===== src/rtl/sram_arb_pkg.sv =====
`default_nettype none
// ============================================================================
// Package  : sram_arb_pkg
// Brief    : Shared FSM state encoding and default widths for sram_rule_arbiter.
// Revision : 1.0
// ============================================================================
package sram_arb_pkg;

    localparam int c_NUM_REQ_DEF         = 2;
    localparam int c_SRAM_ADDR_WIDTH_DEF = 19;
    localparam int c_SRAM_DATA_WIDTH_DEF = 72;
    localparam int c_TIMEOUT_CYCLES_DEF  = 255;

    typedef enum logic [1:0] {
        ST_IDLE     = 2'd0,
        ST_ISSUE    = 2'd1,
        ST_WAIT_VLD = 2'd2,
        ST_DONE     = 2'd3
    } arb_state_t;

endpackage : sram_arb_pkg
`default_nettype wire


===== src/rtl/sram_rule_arbiter.sv =====
`default_nettype none
// ============================================================================
// Module   : sram_rule_arbiter
// Brief    : Round-robin arbiter giving NUM_REQ clients exclusive use of one
//            SRAM read/write port, one transaction at a time. Optional read
//            watchdog enabled by defining SRAM_ARB_TIMEOUT_EN.
// Revision : 1.0
// ============================================================================
module sram_rule_arbiter
    import sram_arb_pkg::*;
#(
    parameter int NUM_REQ         = c_NUM_REQ_DEF,
    parameter int SRAM_ADDR_WIDTH = c_SRAM_ADDR_WIDTH_DEF,
    parameter int SRAM_DATA_WIDTH = c_SRAM_DATA_WIDTH_DEF,
    parameter int TIMEOUT_CYCLES  = c_TIMEOUT_CYCLES_DEF
) (
    input  logic                                 clk,
    input  logic                                 reset,
    input  logic [NUM_REQ-1:0]                   cl_req,
    input  logic [NUM_REQ-1:0]                   cl_wr,
    input  logic [NUM_REQ*SRAM_ADDR_WIDTH-1:0]   cl_addr,
    input  logic [NUM_REQ*SRAM_DATA_WIDTH-1:0]   cl_wdata,
    output logic [NUM_REQ-1:0]                   cl_gnt,
    output logic [NUM_REQ-1:0]                   cl_done,
    output logic [NUM_REQ-1:0]                   cl_err,
    output logic [SRAM_DATA_WIDTH-1:0]           cl_rdata,
    output logic                                 rd_0_req,
    output logic [SRAM_ADDR_WIDTH-1:0]           rd_0_addr,
    input  logic [SRAM_DATA_WIDTH-1:0]           rd_0_data,
    input  logic                                 rd_0_ack,
    input  logic                                 rd_0_vld,
    output logic                                 wr_0_req,
    output logic [SRAM_ADDR_WIDTH-1:0]           wr_0_addr,
    output logic [SRAM_DATA_WIDTH-1:0]           wr_0_data,
    input  logic                                 wr_0_ack
);

    localparam int c_IDX_W = $clog2(NUM_REQ);

    if (NUM_REQ < 2 || NUM_REQ > 4 || TIMEOUT_CYCLES < 1) begin : g_bad_params
        $error("sram_rule_arbiter: NUM_REQ must be 2..4 and TIMEOUT_CYCLES >= 1");
    end

    arb_state_t                   r_state;
    logic [c_IDX_W-1:0]           r_ptr;
    logic [c_IDX_W-1:0]           r_idx;
    logic                         r_wr;
    logic [NUM_REQ-1:0]           r_gnt;
    logic [NUM_REQ-1:0]           r_done;
    logic [SRAM_DATA_WIDTH-1:0]   r_rdata;
    logic                         r_rd_req;
    logic [SRAM_ADDR_WIDTH-1:0]   r_rd_addr;
    logic                         r_wr_req;
    logic [SRAM_ADDR_WIDTH-1:0]   r_wr_addr;
    logic [SRAM_DATA_WIDTH-1:0]   r_wr_data;

    logic                         w_any;
    logic [c_IDX_W-1:0]           w_sel;
    logic [NUM_REQ-1:0]           w_sel_oh;
    logic [c_IDX_W-1:0]           w_ptr_nxt;
    logic [SRAM_ADDR_WIDTH-1:0]   w_sel_addr;
    logic [SRAM_DATA_WIDTH-1:0]   w_sel_wdata;

    // First requester at or after ptr, wrapping; lowest offset wins.
    function automatic logic [c_IDX_W-1:0] rr_pick(
        input logic [NUM_REQ-1:0] req,
        input logic [c_IDX_W-1:0] ptr
    );
        logic [c_IDX_W-1:0] sel;
        logic [c_IDX_W-1:0] idx;
        sel = ptr;
        for (int k = NUM_REQ - 1; k >= 0; k--) begin
            idx = c_IDX_W'((int'(ptr) + k) % NUM_REQ);
            if (req[idx]) begin
                sel = idx;
            end
        end
        return sel;
    endfunction

    assign w_any       = |cl_req;
    assign w_sel       = rr_pick(cl_req, r_ptr);
    assign w_sel_oh    = NUM_REQ'(1) << w_sel;
    assign w_ptr_nxt   = (r_idx == c_IDX_W'(NUM_REQ - 1)) ? '0 : r_idx + 1'b1;
    assign w_sel_addr  = cl_addr[w_sel*SRAM_ADDR_WIDTH +: SRAM_ADDR_WIDTH];
    assign w_sel_wdata = cl_wdata[w_sel*SRAM_DATA_WIDTH +: SRAM_DATA_WIDTH];

`ifdef SRAM_ARB_TIMEOUT_EN
    localparam int c_CNT_W = $clog2(TIMEOUT_CYCLES + 1);

    logic [c_CNT_W-1:0]           r_tmo_cnt;
    logic [NUM_REQ-1:0]           r_err;
    logic                         w_tmo_fire;

    // Fires only when the current cycle is not already completing the read.
    assign w_tmo_fire = (r_tmo_cnt >= c_CNT_W'(TIMEOUT_CYCLES - 1)) &&
                        (((r_state == ST_ISSUE) && !r_wr && !rd_0_ack) ||
                         ((r_state == ST_WAIT_VLD) && !rd_0_vld));

    always_ff @(posedge clk or negedge reset) begin
        if (!reset) begin
            r_tmo_cnt <= '0;
        end else if (r_state == ST_IDLE) begin
            r_tmo_cnt <= '0;
        end else if (((r_state == ST_ISSUE) && !r_wr) || (r_state == ST_WAIT_VLD)) begin
            r_tmo_cnt <= r_tmo_cnt + 1'b1;
        end
    end

    assign cl_err = r_err;
`else
    assign cl_err = '0;
`endif

    always_ff @(posedge clk or negedge reset) begin
        if (!reset) begin
            r_state   <= ST_IDLE;
            r_ptr     <= '0;
            r_idx     <= '0;
            r_wr      <= 1'b0;
            r_gnt     <= '0;
            r_done    <= '0;
            r_rdata   <= '0;
            r_rd_req  <= 1'b0;
            r_rd_addr <= '0;
            r_wr_req  <= 1'b0;
            r_wr_addr <= '0;
            r_wr_data <= '0;
`ifdef SRAM_ARB_TIMEOUT_EN
            r_err     <= '0;
`endif
        end else begin
            r_done <= '0;
`ifdef SRAM_ARB_TIMEOUT_EN
            r_err  <= '0;
`endif
            case (r_state)
                ST_IDLE: begin
                    if (w_any) begin
                        r_idx <= w_sel;
                        r_gnt <= w_sel_oh;
                        r_wr  <= cl_wr[w_sel];
                        if (cl_wr[w_sel]) begin
                            r_wr_req  <= 1'b1;
                            r_wr_addr <= w_sel_addr;
                            r_wr_data <= w_sel_wdata;
                        end else begin
                            r_rd_req  <= 1'b1;
                            r_rd_addr <= w_sel_addr;
                        end
                        r_state <= ST_ISSUE;
                    end
                end
                ST_ISSUE: begin
                    if (r_wr) begin
                        if (wr_0_ack) begin
                            r_wr_req <= 1'b0;
                            r_done   <= r_gnt;
                            r_state  <= ST_DONE;
                        end
                    end else if (rd_0_ack) begin
                        r_rd_req <= 1'b0;
                        if (rd_0_vld) begin
                            r_rdata <= rd_0_data;
                            r_done  <= r_gnt;
                            r_state <= ST_DONE;
                        end else begin
                            r_state <= ST_WAIT_VLD;
                        end
                    end
                end
                ST_WAIT_VLD: begin
                    if (rd_0_vld) begin
                        r_rdata <= rd_0_data;
                        r_done  <= r_gnt;
                        r_state <= ST_DONE;
                    end
                end
                ST_DONE: begin
                    r_gnt   <= '0;
                    r_ptr   <= w_ptr_nxt;
                    r_state <= ST_IDLE;
                end
                default: r_state <= ST_IDLE;
            endcase
`ifdef SRAM_ARB_TIMEOUT_EN
            // Abandon the stalled read and move the pointer past this client.
            if (w_tmo_fire) begin
                r_rd_req <= 1'b0;
                r_err    <= r_gnt;
                r_gnt    <= '0;
                r_ptr    <= w_ptr_nxt;
                r_state  <= ST_IDLE;
            end
`endif
        end
    end

    assign cl_gnt    = r_gnt;
    assign cl_done   = r_done;
    assign cl_rdata  = r_rdata;
    assign rd_0_req  = r_rd_req;
    assign rd_0_addr = r_rd_addr;
    assign wr_0_req  = r_wr_req;
    assign wr_0_addr = r_wr_addr;
    assign wr_0_data = r_wr_data;

endmodule : sram_rule_arbiter
`default_nettype wire


===== config.mk =====
export PLATFORM = sky130hd
export DESIGN_NAME = sram_rule_arbiter
export DESIGN_NICKNAME = d
export VERILOG_FILES = /design/src/rtl/sram_arb_pkg.sv /design/src/rtl/sram_rule_arbiter.sv
export SDC_FILE = /design/constraint.sdc
export NUM_CORES = 1
export LEC_CHECK = 0
export CAP_MARGIN = 20
export CORE_AREA = 2 2 176 178
export CTS_CLUSTER_DIAMETER = 40
export DETAILED_ROUTE_END_ITERATION = 12
export DIE_AREA = 0 0 178 180
export REMOVE_ABC_BUFFERS = 1
export SYNTH_ARGS = -nofsm -noshare
export SYNTH_HDL_FRONTEND = slang
export SYNTH_SLANG_ARGS = --single-unit

===== constraint.sdc =====
create_clock -name clk -period 2.91 [get_ports clk]
set_input_delay 0.291 -clock clk [delete_from_list [all_inputs] [get_ports clk]]
set_output_delay 0.291 -clock clk [all_outputs]
set_load 0.05 [all_outputs]

==> flow_summary_export.csv, run 1 <==
group,metric,value,unit
floorplanning,dieWidth,178,um
sta,max_clock_freq,445,MHz
sta,relSlewSlack,51.1,%
hold_path,hold_class,"register to register",
routing,vias,6301,
critical_path,cp.arrival,2.56,ns
clocking,cts_root_buf,"clkbuf_16",
sta,finalCriticalPeriod,2.25,ns
routing,antenna_left,0,
place,gp_congestion,0.759,
final_layout,antenna_cells,0,
clocking,path_clk_slew,0.07,ns
clocking,numCtsBuffers,17,
clocking,htreeDepth,4,
synthesis,ys.warnings.count,0,
grt,antenna_found_initial,0,
place,placed_cells,1394,
critical_path,crit_path_top_delay_cell,"dfrtp_1",
critical_path,crit_chain,"inv_1 > ha_1 > nor3b_1 > buf_4 > and4b_4 > buf_12 > buf_12 > mux2_4",
pwr,power_switching,8.74,mW
critical_path,crit_start,"r_state[0]",
routing,viasPerCell,4.42,
job,max_cap_viol_count,0,
status,status,"completed",
floorplanning,dieArea,0.0320,mm2
floorplanning,rows,64,
critical_path,cp_max_fo,22,
clocking,tritoncts,"built",
synthesis,yosysTopAreaCell,"dfrtp_1",
clocking,cts_buffer_depth,2,
final_layout,final_cells,1425,
critical_path,crit_path_end_kind,"register",
routing,first_iter_violations,193,
synthesis,netlist_area,0.00883,mm2
hold_path,worstHoldStart,"r_idx",
synthesis,synth_edf_count,0,
routing,remaining_drc_errors,0,
floorplanning,io_pins,453,
pwr,clockPowerShare,12.2,%
sta,min_period_over_period,77.2,%
synthesis,post-synth-top-count-cell,"dfrtp_1",
final_layout,n_fill_cell,2733,
clocking,cts_sinks,193,
synthesis,synth_top_area_share,54.7,%
place,port_buffers,450,
sta,finalMaxSlewViolations,0,
pwr,pwr_density_cell,1300,mW/mm2
critical_path,required,3.22,ns
floorplanning,die_y,180,um
sta,rsz0062_at_grt,"false",
clocking,clk_latency,0.43,ns
synthesis,syn_avg_cell_area,15.8,um2
synthesis,ys_top_cells_by_count,"193 x dfrtp_1, 174 x mux2_2, 79 x mux2_4, 20 x mux2_1, 11 x buf_2",
sta,setup_viol,0,
pwr,p_int,10.1,mW
critical_path,slowest_delay,0.39,ns
place,placed_area,0.0139,mm2
grt,grtUsageTotal,17.2,%
synthesis,synthCells,560,
synthesis,seq_area_frac_synth,54.7,%
sta,tightest_slew,0.725,ns
synthesis,ys.flop_type,"dfrtp_1",
floorplanning,initial_utilization,29.3,%
final_layout,syn2layout_area_growth,63.3,%
critical_path,setup.worst_path.class,"register to register",
pwr,p_comb_share,62.2,%
place,hpwl,20800,um
pwr,leakage,5.98,nW
grt,grt_pass1_wl,41600,um
sta,clock_skew,0.0124,ns
synthesis,ys_seq_elements,193,
routing,firstDrtPassIters,6,
floorplanning,coreArea,0.0302,mm2
critical_path,worstReg2RegStart,"r_state[0]",
pwr,p_sw_share,46.5,%
synthesis,synthArstFlopShare,100,%
synthesis,synthTopCellsByArea,"dfrtp_1 55%, mux2_2 22%, mux2_4 13%",
routing,wl_per_cell,19.3,um
critical_path,cp_common_cell,"buf_12",
critical_path,cp-start-kind,"register",
final_layout,nNetsFinal,1286,
synthesis,synth_cell_types,39,
pwr,ir_drop,880,uV
grt,grt_max_degree,74,
final_layout,finalInstanceArea,0.0144,mm2
routing,totalWireLength,27500,um
grt,grt_pass1_vias,6704,
grt,overflow,0,
final_layout,drive_gt1_share,29.7,%
sta,hold_violations,0,
pwr,power_frac_seq,25.6,%
-- layout make-up --
| class | count | area [um2] | share of cell area [%] |
|---|---|---|---|
| clock buffer | 19 | 443 | 3.07 |
| clock inverter | 11 | 106 | 0.737 |
| inverter | 7 | 26.3 | 0.182 |
| multi-input combinational | 331 | 3800 | 26.3 |
| sequential | 193 | 4830 | 33.5 |
| tap | 396 | 495 | 3.43 |
| timing repair buffer | 468 | 4730 | 32.8 |
-- repair_timing --
item | CTS | global route
resized for setup | 0 | 0
endpoints found under the hold margin | 60 | 0
setup buffers | 0 | 0
hold buffers | 1 | 0
endpoints found under the setup margin | 0 | 0
-- cell usage in the layout, fill, tap and decap left out, types with 2 or more instances in the layout --
master	count
a21oi_1	4
and2_1	3
buf_12	7
buf_4	10
clkbuf_16	17
clkbuf_8	2
clkdlybuf4s50_1	449
clkinv_2	2
clkinvlp_4	3
conb_1	2
dfrtp_1	193
ha_1	5
inv_1	7
inv_6	4
mux2_1	20
mux2_2	174
mux2_4	79
nand2_1	5
nand2b_1	3
nand3_1	2
nor2_1	4
nor2b_1	2
o21ai_0	6
o21ai_4	2
o31ai_1	2
-- critical path, delay by kind of cell (launching register included) --
kind	cells	cell delay, ns
buffers and inverters	4	0.66
and+or+nand+nor	2	0.51
DFF	1	0.39
muxes	1	0.32
adders and majority gates	1	0.23
-- layer usage --
| layer | share of wire [%] | global-route usage, % | wire length, um |
|---|---|---|---|
| met1 | 40 | 20.4 | 11000 |
| met2 | 51 | 30.2 | 14100 |
| met3 | 6.8 | 4.67 | 1880 |
| met4 | 1.9 | 5.05 | 529 |
| met5 | 0 | 0 | 0 |
-- state kept, by name, indices dropped and copies added (netlist names) --
name and count:
cl_rdata 72, wr_0_data 72, rd_0_addr 19, wr_0_addr 19, cl_done 2, cl_gnt 2
r_state 2, r_idx 1, r_ptr 1, r_wr 1, rd_0_req 1, wr_0_req 1
-- stage by stage --
step	setup WS [ns]	hold slack [ns]	setup TNS [ns]	utilization, %	total power [mW]
2_1_floorplan	-2.01	-0.00459	-321.93	-	12.7
3_3_place_gp	0.368	0.347	0	45.9	16.6
3_5_place_dp	0.307	0.346	0	45.9	16.7
4_1_cts	0.638	0.437	0	47.8	19.0
5_1_grt	0.562	0.441	0	47.8	19.7
6_report	0.663	0.464	0	47.8	18.8
-- power groups by stage --
stage / logic (mW) / registers, mW / clock network [mW]
final: 11.7 / 4.81 / 2.29
after global routing: 12.2 / 5.01 / 2.49
after CTS: 11.8 / 4.83 / 2.38
after detailed placement: 11.8 / 4.86 / 0
after global placement: 11.7 / 4.83 / 0
after floorplan: 3.29 / 9.45 / 0
-- kinds of logic after synthesis --
family | count (synthesis) | synth area share [%]
and+or+nand+nor | 26 | 1.71
AOI/OAI and AO/OA | 24 | 1.94
adders and majority gates | 5 | 0.708
DFF | 193 | 54.7
muxes | 274 | 38.3
buffers and inverters | 37 | 2.66
other | 1 | 0.0424
-- path summary, 6_finish.rpt --
kind,slack (ns),endpoint,cells after the start
min,0.46,r_ptr,1
max,0.66,wr_0_data[37],8
min in group asynchronous,0.49,cl_rdata[66],2
max reg2reg,0.66,wr_0_data[37],8
max in group asynchronous,1.56,wr_0_data[64],3
min reg2reg,0.46,r_ptr,1
(Power assumes the default switching activity.)
==> run 2, diff against run 1 <==
==> constraint.sdc (replaced) <==
create_clock -name clk -period 2.3 [get_ports clk]
set_input_delay 0.23 -clock clk [delete_from_list [all_inputs] [get_ports clk]]
set_output_delay 0.23 -clock clk [all_outputs]
set_load 0.05 [all_outputs]
==> run 2 against run 1 <==
First-iteration DRC count down 2.1%. Flip-flop and latch count unchanged. Non-clock buffer count up 23. Die area unchanged. Clock power up 32%. Clock skew about the same. Sequential power up 26%. Maximum frequency up 4.9%. Sequential share of layout area down 0.71 points. Critical endpoint is now wr_0_data[21].
==> flow_summary_export.csv, run 2 (synthesized netlist as in run 1, its figures left out) <==
group,metric,value,unit
status,status,"completed",
sta,setup_slack,0.157,ns
floorplanning,die_y,180,um
grt,antenna_found_initial,1,
clocking,clk_latency,0.44,ns
pwr,p_comb_share,62.3,%
final_layout,final_common_cell,"clkdlybuf4s50_1",
place,dp_slack,-0.00893,ns
floorplanning,dieWidth,178,um
place,hpwl,21900,um
sta,min_period_over_period,93.2,%
sta,relSlewSlack,58.3,%
grt,grtUsageTotal,17.4,%
routing,antenna_left,0,
sta,max_clock_freq,467,MHz
routing,remaining_drc_errors,0,
clocking,cts_sinks,193,
place,port_buffers,450,
pwr,leakage,6.15,nW
sta,tightest_slew,0.624,ns
grt,overflow,0,
floorplanning,rows,64,
clocking,cts_resized,0,
floorplanning,initial_utilization,29.3,%
sta,setup_viol,0,
pwr,power_frac_seq,25.1,%
floorplanning,dieArea,0.0320,mm2
grt,grt_pass1_wl,41900,um
clocking,cts_root_buf,"clkbuf_16",
critical_path,rr_worst_depth,7,
critical_path,crit_chain,"inv_1 > ha_1 > nor3b_1 > and4b_4 > buf_12 > buf_12 > mux2_4",
clocking,cts_buffer_depth,2,
critical_path,cp_common_cell,"buf_12",
final_layout,syn2layout_area_growth,66.9,%
clocking,numCtsBuffers,17,
routing,vias,6386,
pwr,ir_drop,954,uV
clocking,path_clk_slew,0.08,ns
critical_path,crit_path_end_kind,"register",
final_layout,nNetsFinal,1309,
routing,first_iter_violations,189,
job,max_cap_viol_count,0,
critical_path,cp_max_fo,21,
pwr,p_sw_share,46.4,%
pwr,clockPowerShare,12.5,%
sta,finalMaxSlewViolations,0,
final_layout,fin_util,48.8,%
sta,clock_skew,0.0122,ns
critical_path,cp.arrival,2.46,ns
routing,totalWireLength,27800,um
pwr,total_power,24.2,mW
final_layout,final_cell_mix,"449 x clkdlybuf4s50_1, 193 x dfrtp_1, 174 x mux2_2",
place,gp_congestion,0.777,
critical_path,crit_path_top_delay_cell,"dfrtp_1",
sta,finalCriticalPeriod,2.14,ns
grt,grt_max_degree,66,
pwr,pwr_density_cell,1640,mW/mm2
routing,viasPerCell,4.40,
final_layout,drive_gt1_share,31.5,%
clocking,tritoncts,"built",
grt,grt_pass1_vias,6954,
floorplanning,io_pins,453,
pwr,p_int,13.0,mW
sta,hold_violations,0,
routing,wl_per_cell,19.1,um
hold_path,hold_class,"input pin to async pin",
pwr,power_switching,11.2,mW
critical_path,required,2.62,ns
sta,rsz0062_at_grt,"false",
floorplanning,coreArea,0.0302,mm2
critical_path,setup.worst_path.class,"register to register",
clocking,htreeDepth,4,
routing,firstDrtPassIters,4,
critical_path,slowest_delay,0.40,ns
critical_path,cp-start-kind,"register",
run 2: cell types whose count changed in the layout (fill, tap and decap cells not counted):
| cell | change |
|---|---|
| diode_2 | +1 |
| clkinv_2 | -2 |
| inv_8 | +3 |
| buf_4 | +16 |
| clkinv_8 | +2 |
| clkinv_4 | +3 |
| clkinvlp_4 | -2 |
| buf_12 | +7 |
| clkbuf_1 | -1 |
| clkbuf_8 | -1 |
run 2: what timing repair did:
| action | 4_1_cts | 5_1_grt |
|---|---|---|
| endpoints found under the hold margin | 57 | 0 |
| hold buffers | 1 | 0 |
| buffers inserted | 0 | 0 |
run 2: layout make-up:
class | instances | area, um2
diodes | 1 | 2.50
clock buffers | 17 | 425
clock inverters | 15 | 174
fillers | 2715 | 15400
inverters | 7 | 26.3
multi-input cells | 331 | 3800
flip-flops and latches | 193 | 4830
well taps | 396 | 495
repair buffers | 491 | 4990
run 2: through the flow:
stage | area [um2] | TNS (ns) | hold WS, ns | std cells
2_1_floorplan | 8630 | -433.56 | -0.0656 | 531
4_1_cts | 14700 | 0 | 0.344 | 1450
3_3_place_gp | 14100 | 0 | 0.275 | 1417
5_1_grt | 14700 | 0 | 0.360 | 1451
3_5_place_dp | 14100 | -0.00961 | 0.276 | 1417
6_report | 14700 | 0 | 0.329 | 1451
run 2: final timing paths:
kind	startpoint	endpoint	slack (ns)
max	r_state[0]	wr_0_data[21]	0.16
max in group asynchronous	reset	cl_rdata[44]	1.21
max reg2reg	r_state[0]	wr_0_data[21]	0.16
min in group clk	rd_0_data[1]	cl_rdata[1]	0.39
min reg2reg	r_idx	r_ptr	0.45
min	reset	cl_rdata[71]	0.33
run 2: layer usage:
layer	share of wire [%]	vias to the layer above	wire length, um	global-route usage (%)
li1	-	2967	-	-
met1	39	3163	10900	19.7
met2	52	226	14400	31.0
met3	7.1	30	1970	4.93
met4	1.9	0	532	5.93
met5	0	-	0	0
run 2: critical path, delay by kind of cell, from the launching register on:
kind          cells  cell delay [ns]
fa+ha+maj         1             0.26
buf+inv           3             0.48
mux               1             0.32
flops             1             0.40
simple gates      2             0.54
run 2: power groups by stage:
stage / registers, mW / logic [mW] / clock network [mW]
6_report: 6.08 / 15.1 / 3.03
4_1_cts: 6.10 / 15.2 / 3.14
3_3_place_gp: 6.12 / 15.1 / 0
2_1_floorplan: 12.0 / 4.16 / 0
3_5_place_dp: 6.14 / 15.2 / 0
5_1_grt: 6.33 / 15.7 / 3.28
